File: src/rtl/convolution_procesor_adder_arbiter.sv
// Shared signed adder with round-robin arbitration across NUM_REQ requesters.
// One result register sits at the output behind a valid/ready handshake;
// a new pair may be granted in the same cycle the held result is consumed.
// Build option: define CONVOLUTION_PROCESOR_ADDER_SAT_EN to saturate res_data
// on signed overflow instead of wrapping (res_ovf is reported either way).
module convolution_procesor_adder_arbiter #(
    parameter int DATA_WIDTH = 22,
    parameter int NUM_REQ    = 4
) (
    input  logic                            clk,
    input  logic                            rst_n,
    input  logic [NUM_REQ-1:0]              req_valid,
    output logic [NUM_REQ-1:0]              req_ready,
    input  logic [NUM_REQ*DATA_WIDTH-1:0]   req_a,
    input  logic [NUM_REQ*DATA_WIDTH-1:0]   req_b,
    output logic                            res_valid,
    input  logic                            res_ready,
    output logic [DATA_WIDTH-1:0]           res_data,
    output logic [$clog2(NUM_REQ)-1:0]      res_id,
    output logic                            res_ovf
);

    localparam int ID_W  = $clog2(NUM_REQ);
    localparam int ID_W1 = ID_W + 1;

    localparam logic [DATA_WIDTH-1:0] MAX_POS = {1'b0, {(DATA_WIDTH-1){1'b1}}};
    localparam logic [DATA_WIDTH-1:0] MIN_NEG = {1'b1, {(DATA_WIDTH-1){1'b0}}};

    typedef enum logic {
        EMPTY = 1'b0,
        FULL  = 1'b1
    } state_e;

    state_e                  state_q, state_d;
    logic [ID_W-1:0]         rr_ptr_q, rr_ptr_d;
    logic [DATA_WIDTH-1:0]   data_q, data_d;
    logic [ID_W-1:0]         id_q, id_d;
    logic                    ovf_q, ovf_d;

    logic                    grant_en;
    logic                    grant_any;
    logic [ID_W-1:0]         grant_idx;
    logic [ID_W:0]           cand;

    logic [DATA_WIDTH-1:0]   a_arr [NUM_REQ];
    logic [DATA_WIDTH-1:0]   b_arr [NUM_REQ];
    logic [DATA_WIDTH-1:0]   a_sel, b_sel;
    logic [DATA_WIDTH:0]     sum;
    logic                    sum_ovf;
    logic [DATA_WIDTH-1:0]   sum_data;

    // Unpack the flat operand buses into per-requester words.
    genvar gi;
    generate
        for (gi = 0; gi < NUM_REQ; gi++) begin : g_unpack
            assign a_arr[gi] = req_a[gi*DATA_WIDTH +: DATA_WIDTH];
            assign b_arr[gi] = req_b[gi*DATA_WIDTH +: DATA_WIDTH];
        end
    endgenerate

    // Grants are allowed only when the result slot is free or being drained;
    // reset blocks grants so nothing is accepted while the block is held.
    assign grant_en = rst_n && ((state_q == EMPTY) || res_ready);

    // Round-robin search starting at rr_ptr, wrapping at NUM_REQ-1.
    always_comb begin
        grant_any = 1'b0;
        grant_idx = '0;
        cand      = '0;
        req_ready = '0;
        for (int k = 0; k < NUM_REQ; k++) begin
            cand = {1'b0, rr_ptr_q} + ID_W1'(k);
            if (cand >= ID_W1'(NUM_REQ)) begin
                cand = cand - ID_W1'(NUM_REQ);
            end
            if (!grant_any && grant_en && req_valid[cand[ID_W-1:0]]) begin
                grant_any = 1'b1;
                grant_idx = cand[ID_W-1:0];
            end
        end
        if (grant_any) begin
            req_ready[grant_idx] = 1'b1;
        end
    end

    // Sign-extended add of the granted pair, with overflow detection and
    // optional saturation toward the operands' common sign.
    always_comb begin
        a_sel   = a_arr[grant_idx];
        b_sel   = b_arr[grant_idx];
        sum     = {a_sel[DATA_WIDTH-1], a_sel} + {b_sel[DATA_WIDTH-1], b_sel};
        sum_ovf = sum[DATA_WIDTH] ^ sum[DATA_WIDTH-1];
`ifdef CONVOLUTION_PROCESOR_ADDER_SAT_EN
        if (sum_ovf) begin
            sum_data = sum[DATA_WIDTH] ? MIN_NEG : MAX_POS;
        end else begin
            sum_data = sum[DATA_WIDTH-1:0];
        end
`else
        sum_data = sum[DATA_WIDTH-1:0];
`endif
    end

    // Next-state for the output FSM, result register and round-robin pointer.
    always_comb begin
        state_d  = state_q;
        rr_ptr_d = rr_ptr_q;
        data_d   = data_q;
        id_d     = id_q;
        ovf_d    = ovf_q;
        if (grant_any) begin
            state_d  = FULL;
            data_d   = sum_data;
            id_d     = grant_idx;
            ovf_d    = sum_ovf;
            rr_ptr_d = (grant_idx == ID_W'(NUM_REQ-1)) ? '0 : grant_idx + 1'b1;
        end else if ((state_q == FULL) && res_ready) begin
            state_d = EMPTY;
        end
    end

    // State registers; reset discards any held result and rewinds the pointer.
    always_ff @(posedge clk or negedge rst_n) begin
        if (!rst_n) begin
            state_q  <= EMPTY;
            rr_ptr_q <= '0;
            data_q   <= '0;
            id_q     <= '0;
            ovf_q    <= 1'b0;
        end else begin
            state_q  <= state_d;
            rr_ptr_q <= rr_ptr_d;
            data_q   <= data_d;
            id_q     <= id_d;
            ovf_q    <= ovf_d;
        end
    end

    assign res_valid = (state_q == FULL);
    assign res_data  = data_q;
    assign res_id    = id_q;
    assign res_ovf   = ovf_q;

endmodule

File: config.mk
export PLATFORM = sky130hd
export DESIGN_NAME = convolution_procesor_adder_arbiter
export DESIGN_NICKNAME = d
export VERILOG_FILES = /design/src/rtl/convolution_procesor_adder_arbiter.sv
export SDC_FILE = /design/constraint.sdc
export NUM_CORES = 1
export LEC_CHECK = 0
export CAP_MARGIN = 10
export CORE_MARGIN = 2
export CORE_UTILIZATION = 30
export DETAILED_ROUTE_END_ITERATION = 10
export PLACE_DENSITY = 0.69
export SYNTH_ARGS = -nofsm -noshare
export SYNTH_HDL_FRONTEND = slang
export SYNTH_SLANG_ARGS = --single-unit
File: constraint.sdc
create_clock -name clk -period 6.68 [get_ports clk]
set_input_delay 0.668 -clock clk [delete_from_list [all_inputs] [get_ports clk]]
set_output_delay 0.668 -clock clk [all_outputs]
set_load 0.005 [all_outputs]
== Yosys cells after proc, flatten, opt, wreduce, memory -nomap -nowiden ==
Index checks and enable logic that the tools add are counted.
W data, S select, Z words.

* Flip-flop bits (word level): 28
* Input bits: 183
* Output and inout bits: 30
* Logic and storage cells: 76

* Add/sub/neg operators: 9
* Magnitude comparators: 11
* Equality and inequality tests: 1
* Muxes and demuxes: 32
* Bitwise logic cells: 3
* Reductions and logical operators: 15

{| class="wikitable"
|+ Operators by type and width
! kind !! number
|-
| $bmux W22 S2 || 2
|-
| $mux W22 || 4
|-
| $add A22 B22 Y23 || 1
|-
| $mux W2 || 9
|-
| $lt A2 B3 Y1 const B || 5
|-
| $ge A3 B3 Y1 const B || 4
|-
| $mux W1 || 11
|-
| $logic_and A1 B1 Y1 || 10
|-
| $bmux W1 S2 || 4
|-
| $sub A2 B1 Y2 const B || 4
|-
| $add A2 B2 Y3 const B || 2
|-
| $mux W4 || 1
|-
| $add A2 B1 Y3 const B || 1
|-
| $ge A2 B3 Y1 const B || 1
|-
| $logic_not A1 Y1 || 3
|-
| $not A2 Y3 || 1
|-
| $add A2 B1 Y2 const B || 1
|-
| $demux W1 S2 || 1
|-
| $eq A2 B2 Y1 const B || 1
|-
| $ge A2 B1 Y1 const B || 1
|-
| $reduce_bool A2 Y1 || 1
|-
| $logic_or A1 B1 Y1 || 1
|-
| $not A1 Y1 || 1
|-
| $xor A1 B1 Y1 || 1
|}

== Logic depth before layout (Yosys ltp) ==
* Depth after elaboration: 24
* Mapped depth: 17
* Gate-level depth less buffers: 16

== Worst setup path after synthesis ==
No wires, ideal clock.

* Kind: in2reg
* From: input res_ready
* To: register data_q[12], in the netlist res_data[12]
* Setup time: 136 ps
* Arrival: 3612 ps
* Data required time: 6544 ps
* Path slack: 2932 ps
* Stages: 17
* Buffers on the path: 2
* Cells stage by stage: nand2b_1 -> and2_2 -> o21ai_1 -> nor3b_4 -> buf_4 -> buf_2 -> a211oi_1 -> a31oi_1 -> ha_1 -> fa_1 -> a211oi_1 -> o21bai_1 -> o21ai_0 -> o21ai_0 -> a21oi_1 -> xor2_1 -> o21ai_0

* Cells in the longest elaborated chain, start to end: 21
* Elaborated cells on any way between the ends: 28
* Those cells by class: add/sub: 1; mux: 14; bitwise: 1; reduce/logical: 12

{| class="wikitable"
|+ RTL lines
! what !! RTL line !! text
|-
| start, declared || 17 || <nowiki>input logic res_ready,</nowiki>
|-
| $logic_or A1 B1 Y1 (*) || 63 || <nowiki>assign grant_en = rst_n && ((state_q == EMPTY) || res_ready);</nowiki>
|-
| $logic_and A1 B1 Y1 (*) || 63 ||
|-
| $logic_and A1 B1 Y1 || 76 || <nowiki>if (!grant_any && grant_en && req_valid[cand[ID_W-1:0]]) begin</nowiki>
|-
| $mux W1 || 76 ||
|-
| $logic_not A1 Y1 || 76 ||
|-
| $logic_and A1 B1 Y1 (2 in series) || 76 ||
|-
| $mux W1 || 76 ||
|-
| $logic_not A1 Y1 || 76 ||
|-
| $logic_and A1 B1 Y1 (2 in series) || 76 ||
|-
| $mux W1 || 76 ||
|-
| $logic_not A1 Y1 || 76 ||
|-
| $logic_and A1 B1 Y1 (2 in series) || 76 ||
|-
| $mux W2 || 76 ||
|-
| $not A2 Y3 (not written as such) || 89, 90 ||
|-
| $bmux W22 S2 (on tied branches) || 89, 90 ||
|-
| $mux W22 (on tied branches) (2 in series) || 89, 90 ||
|-
| $add A22 B22 Y23 || 91 || <nowiki>sum = {a_sel[DATA_WIDTH-1], a_sel} + {b_sel[DATA_WIDTH-1], b_sel};</nowiki>
|-
| end signal, assigned || 133 || <nowiki>data_q <= data_d;</nowiki>
|-
| end, declared || 36 || <nowiki>logic [DATA_WIDTH-1:0] data_q, data_d;</nowiki>
|}

Mark *: on every way between the ends. The rest lies on a longest branch, timed or not. The select of a mux whose other input is x is not followed.
A chain may end at the register's enable or synchronous reset.

== Worst setup path in the final report ==
* From: input rst_n
* To: register data_q[19], in the netlist res_data[19]

* Cells in the longest elaborated chain, start to end: 20
* Elaborated cells on any way between the ends: 27
* Those cells by class: add/sub: 1; mux: 14; bitwise: 1; reduce/logical: 11

{| class="wikitable"
|+ RTL lines
! what !! RTL line !! text
|-
| start, declared || 11 || <nowiki>input logic rst_n,</nowiki>
|-
| $logic_and A1 B1 Y1 (*) || 63 ||
|-
| $logic_and A1 B1 Y1 || 76 ||
|-
| $mux W1 || 76 ||
|-
| $logic_not A1 Y1 || 76 ||
|-
| $logic_and A1 B1 Y1 (2 in series) || 76 ||
|-
| $mux W1 || 76 ||
|-
| $logic_not A1 Y1 || 76 ||
|-
| $logic_and A1 B1 Y1 (2 in series) || 76 ||
|-
| $mux W1 || 76 ||
|-
| $logic_not A1 Y1 || 76 ||
|-
| $logic_and A1 B1 Y1 (2 in series) || 76 ||
|-
| $mux W2 || 76 ||
|-
| $not A2 Y3 (not written as such) || 89, 90 ||
|-
| $bmux W22 S2 (on tied branches) || 89, 90 ||
|-
| $mux W22 (on tied branches) (2 in series) || 89, 90 ||
|-
| $add A22 B22 Y23 || 91 ||
|}

Marks and branches as above.

==> run summary <==
The flow ran to the end, and the final reports show no timing, DRC or antenna violations. The final-stage net count came out at 913. For this run, the slowest stage of the critical path takes 0.46 ns.

Synthesis produced a netlist with a net count of 728. Counting flops with a built-in enable in the synthesized netlist gives 0. The cell area after layout is 5963 um^2. The number of buffers added by the clock tree synthesis step is 3. The detailed router placed 4415 vias in this run.

The number of global-route vias before repair came out at 4320. The average cell area after synthesis is 7.084 um^2. The arrival time of data at the critical path endpoint came out at 5.04 ns.

The signed area change from the synthesized netlist to the final layout came out at 62.50%. Yosys printed 0 warnings. The fraction of layout instances using a drive strength above 1 is 2.991%. In the final timing run, aggregate negative setup slack is 0 ns. The worst hold path belongs to the class register to register. After floorplanning, the core was sized to cover 11960 um^2.

Setup repair after global routing left no endpoint under its margin. The first-pass GRT wire length came out at 20880 um. Port buffering added 212 buffers.

For this design the static power due to leakage is 2.355 nW. The tree is rooted in a sky130_fd_sc_hd__clkbuf_16. For this configuration, the core starts out at a cell density of 30.68%.

The total clock sinks is 28. The detailed router's first-iteration violation count came out at 280. Summed over all layers, the global routing overflow is 0.

VDD sags by at most 0.1142 mV. The post-cts repair resize count came out at 0. The insertion delay of the later-clocked pin in the worst-skew pair is 0.26 ns. Measured on the finished design, the core utilization comes to 49.85%.

The first-pass detailed-route iteration total came out at 4. The routed design could run at a clock period as short as 4.906 ns. The number of nets with antenna violations after detailed routing came out at 0. The repair_antennas step left the layout with diodes totalling 0. In the synthesized netlist the dominant register cell turns out to be sky130_fd_sc_hd__dfrtp_1.

In this run the cell area of the synthesized design comes to 3670 um^2. Across all setup checks in the final design, the least slack found is 1.774 ns. In this run the tightest slew margin relative to its limit is 46.92%.

The final-report max-slew violation count came out at 0. The maximum clock skew at final layout is 0.001850 ns. Synthesis inferred 28 register bits. The critical path endpoint category is a register. The total power density per cell area came out at 272.2 nW/um^2.

The max-capacitance violation count came out at 0. Walking the worst path, the cells encountered are clkdlybuf4s50_1 -> buf_4 -> and2_2 -> o21ai_1 -> nor3b_4 -> buf_12 -> nor2b_1 -> a211oi_1 -> a31oi_1 -> ha_1 -> a21oi_1 -> o21ai_1 -> a2111oi_0 -> o21bai_1 -> a41oi_1 -> xor2_1 -> o21ai_1. The post-CTS setup-driven buffer insertion count is 0.

The biggest fanout along the worst timing path came out at 123. In the routed design, unresolved DRC markers number 0. The worst slack at placement is 1.514 ns. Entering global routing, the biggest net connects 124 pins.

The estimated wirelength of the detail-placed design is 10850 um. The post-cts hold buffer count came out at 0. Of the available clock period, the critical path in the final layout requires 73.44%.

TritonCTS built the clock tree. Counting along the longest clock path gives a buffer depth of 2. On the critical path, the stage with the largest delay is an instance of sky130_fd_sc_hd__clkdlybuf4s50_1.

The global placement routability congestion is 0.8847. The post-detailed-route wirelength per cell is 15.53 um. The worst hold slack is 0.4773 ns. The number of antenna violations at the first check in global routing is 0. After detailed routing, the number of vias per cell comes to 5.200. Global routing consumed, over all layers together, 19.53% of the routing resources. The distinct cell type count after synthesis is 47. The actual slew at the worst max-slew pin came out at 0.7962 ns. The timing-limited maximum frequency is 203.8 MHz.

CTS built an H-tree with a depth of 1. After detailed placement, the total cell area comes to 5858 um^2. The die area came out at 13130 um^2. The clock-pin transition on the worst setup and hold timing paths is 0.07 ns. The most prevalent standard cell on the critical path is sky130_fd_sc_hd__o21ai_1. The sequential-to-total area share from yosys stat is 19.09%. Synthesis handed over a netlist of 518 instances. The overall die height came out at 114.6 um. The number of cell rows is 40. The total wire length after detailed routing is 13180 um. The die extent in x is 114.6 um. In this run the count of I/O pins placed on the die edge is 213. The total setup violations reported at the end of the flow came out at 0. STA classifies the critical path startpoint as an input port.

The number of endpoints with negative hold slack in the final report is 0. The share of flip-flops with an asynchronous set or reset came out at 100.0%. The critical path in this run is classified as input port to register. Setup slack on the worst reg-to-reg path comes out at 2.58 ns.

The required time of the critical path is 6.82 ns.
==> final cells by class <==
class | count | area (um^2)
clock inverter | 1 | 30.03
fill | 1142 | 5998
multi-input combinational | 443 | 2751
clock buffer | 3 | 75.07
timing repair buffer | 217 | 2185
tap | 147 | 183.9
inverter | 10 | 37.54
sequential | 28 | 700.7
==> through the flow <==
| stage | instances | power, mW |
|---|---|---|
| finish | 849 | 1.623 |
| global route | 849 | 1.764 |
| CTS | 849 | 1.633 |
| detailed placement | 845 | 1.447 |
| global placement | 845 | 1.431 |
| floorplan | 518 | 0.9891 |
==> report_power, final <==
| part | switching [mW] | internal [mW] | total [mW] |
|---|---|---|---|
| clock network | 0.0571 | 0.119 | 0.176 |
| logic | 0.588 | 0.560 | 1.15 |
| registers | 0.0519 | 0.247 | 0.298 |
| total | 0.697 | 0.926 | 1.62 |
==> worst paths after layout <==
path,to,start,depth (start not counted)
max,res_data[19]$_DFFE_PN0P_,rst_n,17
min reg2reg,res_data[5]$_DFFE_PN0P_,res_data[5]$_DFFE_PN0P_,2
min,res_data[5]$_DFFE_PN0P_,res_data[5]$_DFFE_PN0P_,2
min in group asynchronous,res_data[2]$_DFFE_PN0P_,rst_n,2
max reg2reg,res_data[19]$_DFFE_PN0P_,res_valid$_DFFE_PN0P_,16
max in group asynchronous,res_data[16]$_DFFE_PN0P_,rst_n,2
==> state kept, by name, indices dropped and copies added (netlist names) <==
register   flops
rr_ptr_q       2
res_data      22
res_ovf        1
res_valid      1
res_id         2
==> logic make-up after synthesis <==
family	Yosys count	synth area share, %
AO/OA/AOI/OAI	188	33.93
XOR/XNOR	20	4.773
adder cells (fa/ha/maj)	27	9.410
buffers and inverters	47	6.103
flip-flops	28	19.09
multiplexers	3	0.9205
AND/OR/NAND/NOR	205	25.78
==> cells in the final DEF, fill, tap and decap left out, types with 11 or more instances in the layout <==
cell type and n:
sky130_fd_sc_hd__a31oi_1 48, sky130_fd_sc_hd__xor2_1 11, sky130_fd_sc_hd__a21oi_1 23, sky130_fd_sc_hd__nor2_1 13
sky130_fd_sc_hd__dfrtp_1 28, sky130_fd_sc_hd__ha_1 26, sky130_fd_sc_hd__a211oi_1 49, sky130_fd_sc_hd__o21ai_0 31
sky130_fd_sc_hd__nor2b_1 45, sky130_fd_sc_hd__nand2_1 127, sky130_fd_sc_hd__clkdlybuf4s50_1 212
==> synth_stat cells (3+ instances only) <==
| master | instances | area (um^2) |
|---|---|---|
| sky130_fd_sc_hd__nand2_1 | 127 | 476.7 |
| sky130_fd_sc_hd__a211oi_1 | 49 | 367.9 |
| sky130_fd_sc_hd__a31oi_1 | 48 | 300.3 |
| sky130_fd_sc_hd__nor2b_1 | 45 | 281.5 |
| sky130_fd_sc_hd__o21ai_0 | 31 | 155.2 |
| sky130_fd_sc_hd__dfrtp_1 | 28 | 700.7 |
| sky130_fd_sc_hd__ha_1 | 26 | 325.3 |
| sky130_fd_sc_hd__a21oi_1 | 23 | 115.1 |
| sky130_fd_sc_hd__buf_2 | 20 | 100.1 |
| sky130_fd_sc_hd__nor2_1 | 13 | 48.80 |
| sky130_fd_sc_hd__xor2_1 | 11 | 96.34 |
| sky130_fd_sc_hd__clkbuf_1 | 10 | 37.54 |
| sky130_fd_sc_hd__inv_1 | 9 | 33.78 |
| sky130_fd_sc_hd__xnor2_1 | 9 | 78.83 |
| sky130_fd_sc_hd__a21o_1 | 7 | 52.55 |
| sky130_fd_sc_hd__buf_4 | 6 | 45.04 |
| sky130_fd_sc_hd__nand3_1 | 5 | 25.02 |
| sky130_fd_sc_hd__o211ai_1 | 4 | 30.03 |
| sky130_fd_sc_hd__o21ai_1 | 4 | 20.02 |
| sky130_fd_sc_hd__o21bai_1 | 4 | 30.03 |
| sky130_fd_sc_hd__mux2_2 | 3 | 33.78 |
| sky130_fd_sc_hd__nand4_1 | 3 | 18.77 |
| sky130_fd_sc_hd__o21a_1 | 3 | 22.52 |
==> routing by layer <==
| metal | global-route usage (%) | vias to the layer above | wire length, um |
|---|---|---|---|
| met3 | 3.229 | 11 | 876 |
| met5 | 0 | - | 0 |
| met1 | 25.67 | 1999 | 5913 |
| met2 | 34.00 | 172 | 6271 |
| met4 | 3.415 | 0 | 120 |
| li1 | - | 2233 | - |
==> worst max-delay path: cells and delay by family <==
family | cells | cell delay, ns
buffers and inverters | 3 | 1.18
AOI/OAI and AO/OA | 9 | 1.78
xor gates and xnor gates | 1 | 0.19
and+or+nand+nor | 3 | 0.67
adders and majority gates | 1 | 0.45
Note: power is estimated with default switching activity, not from simulation.
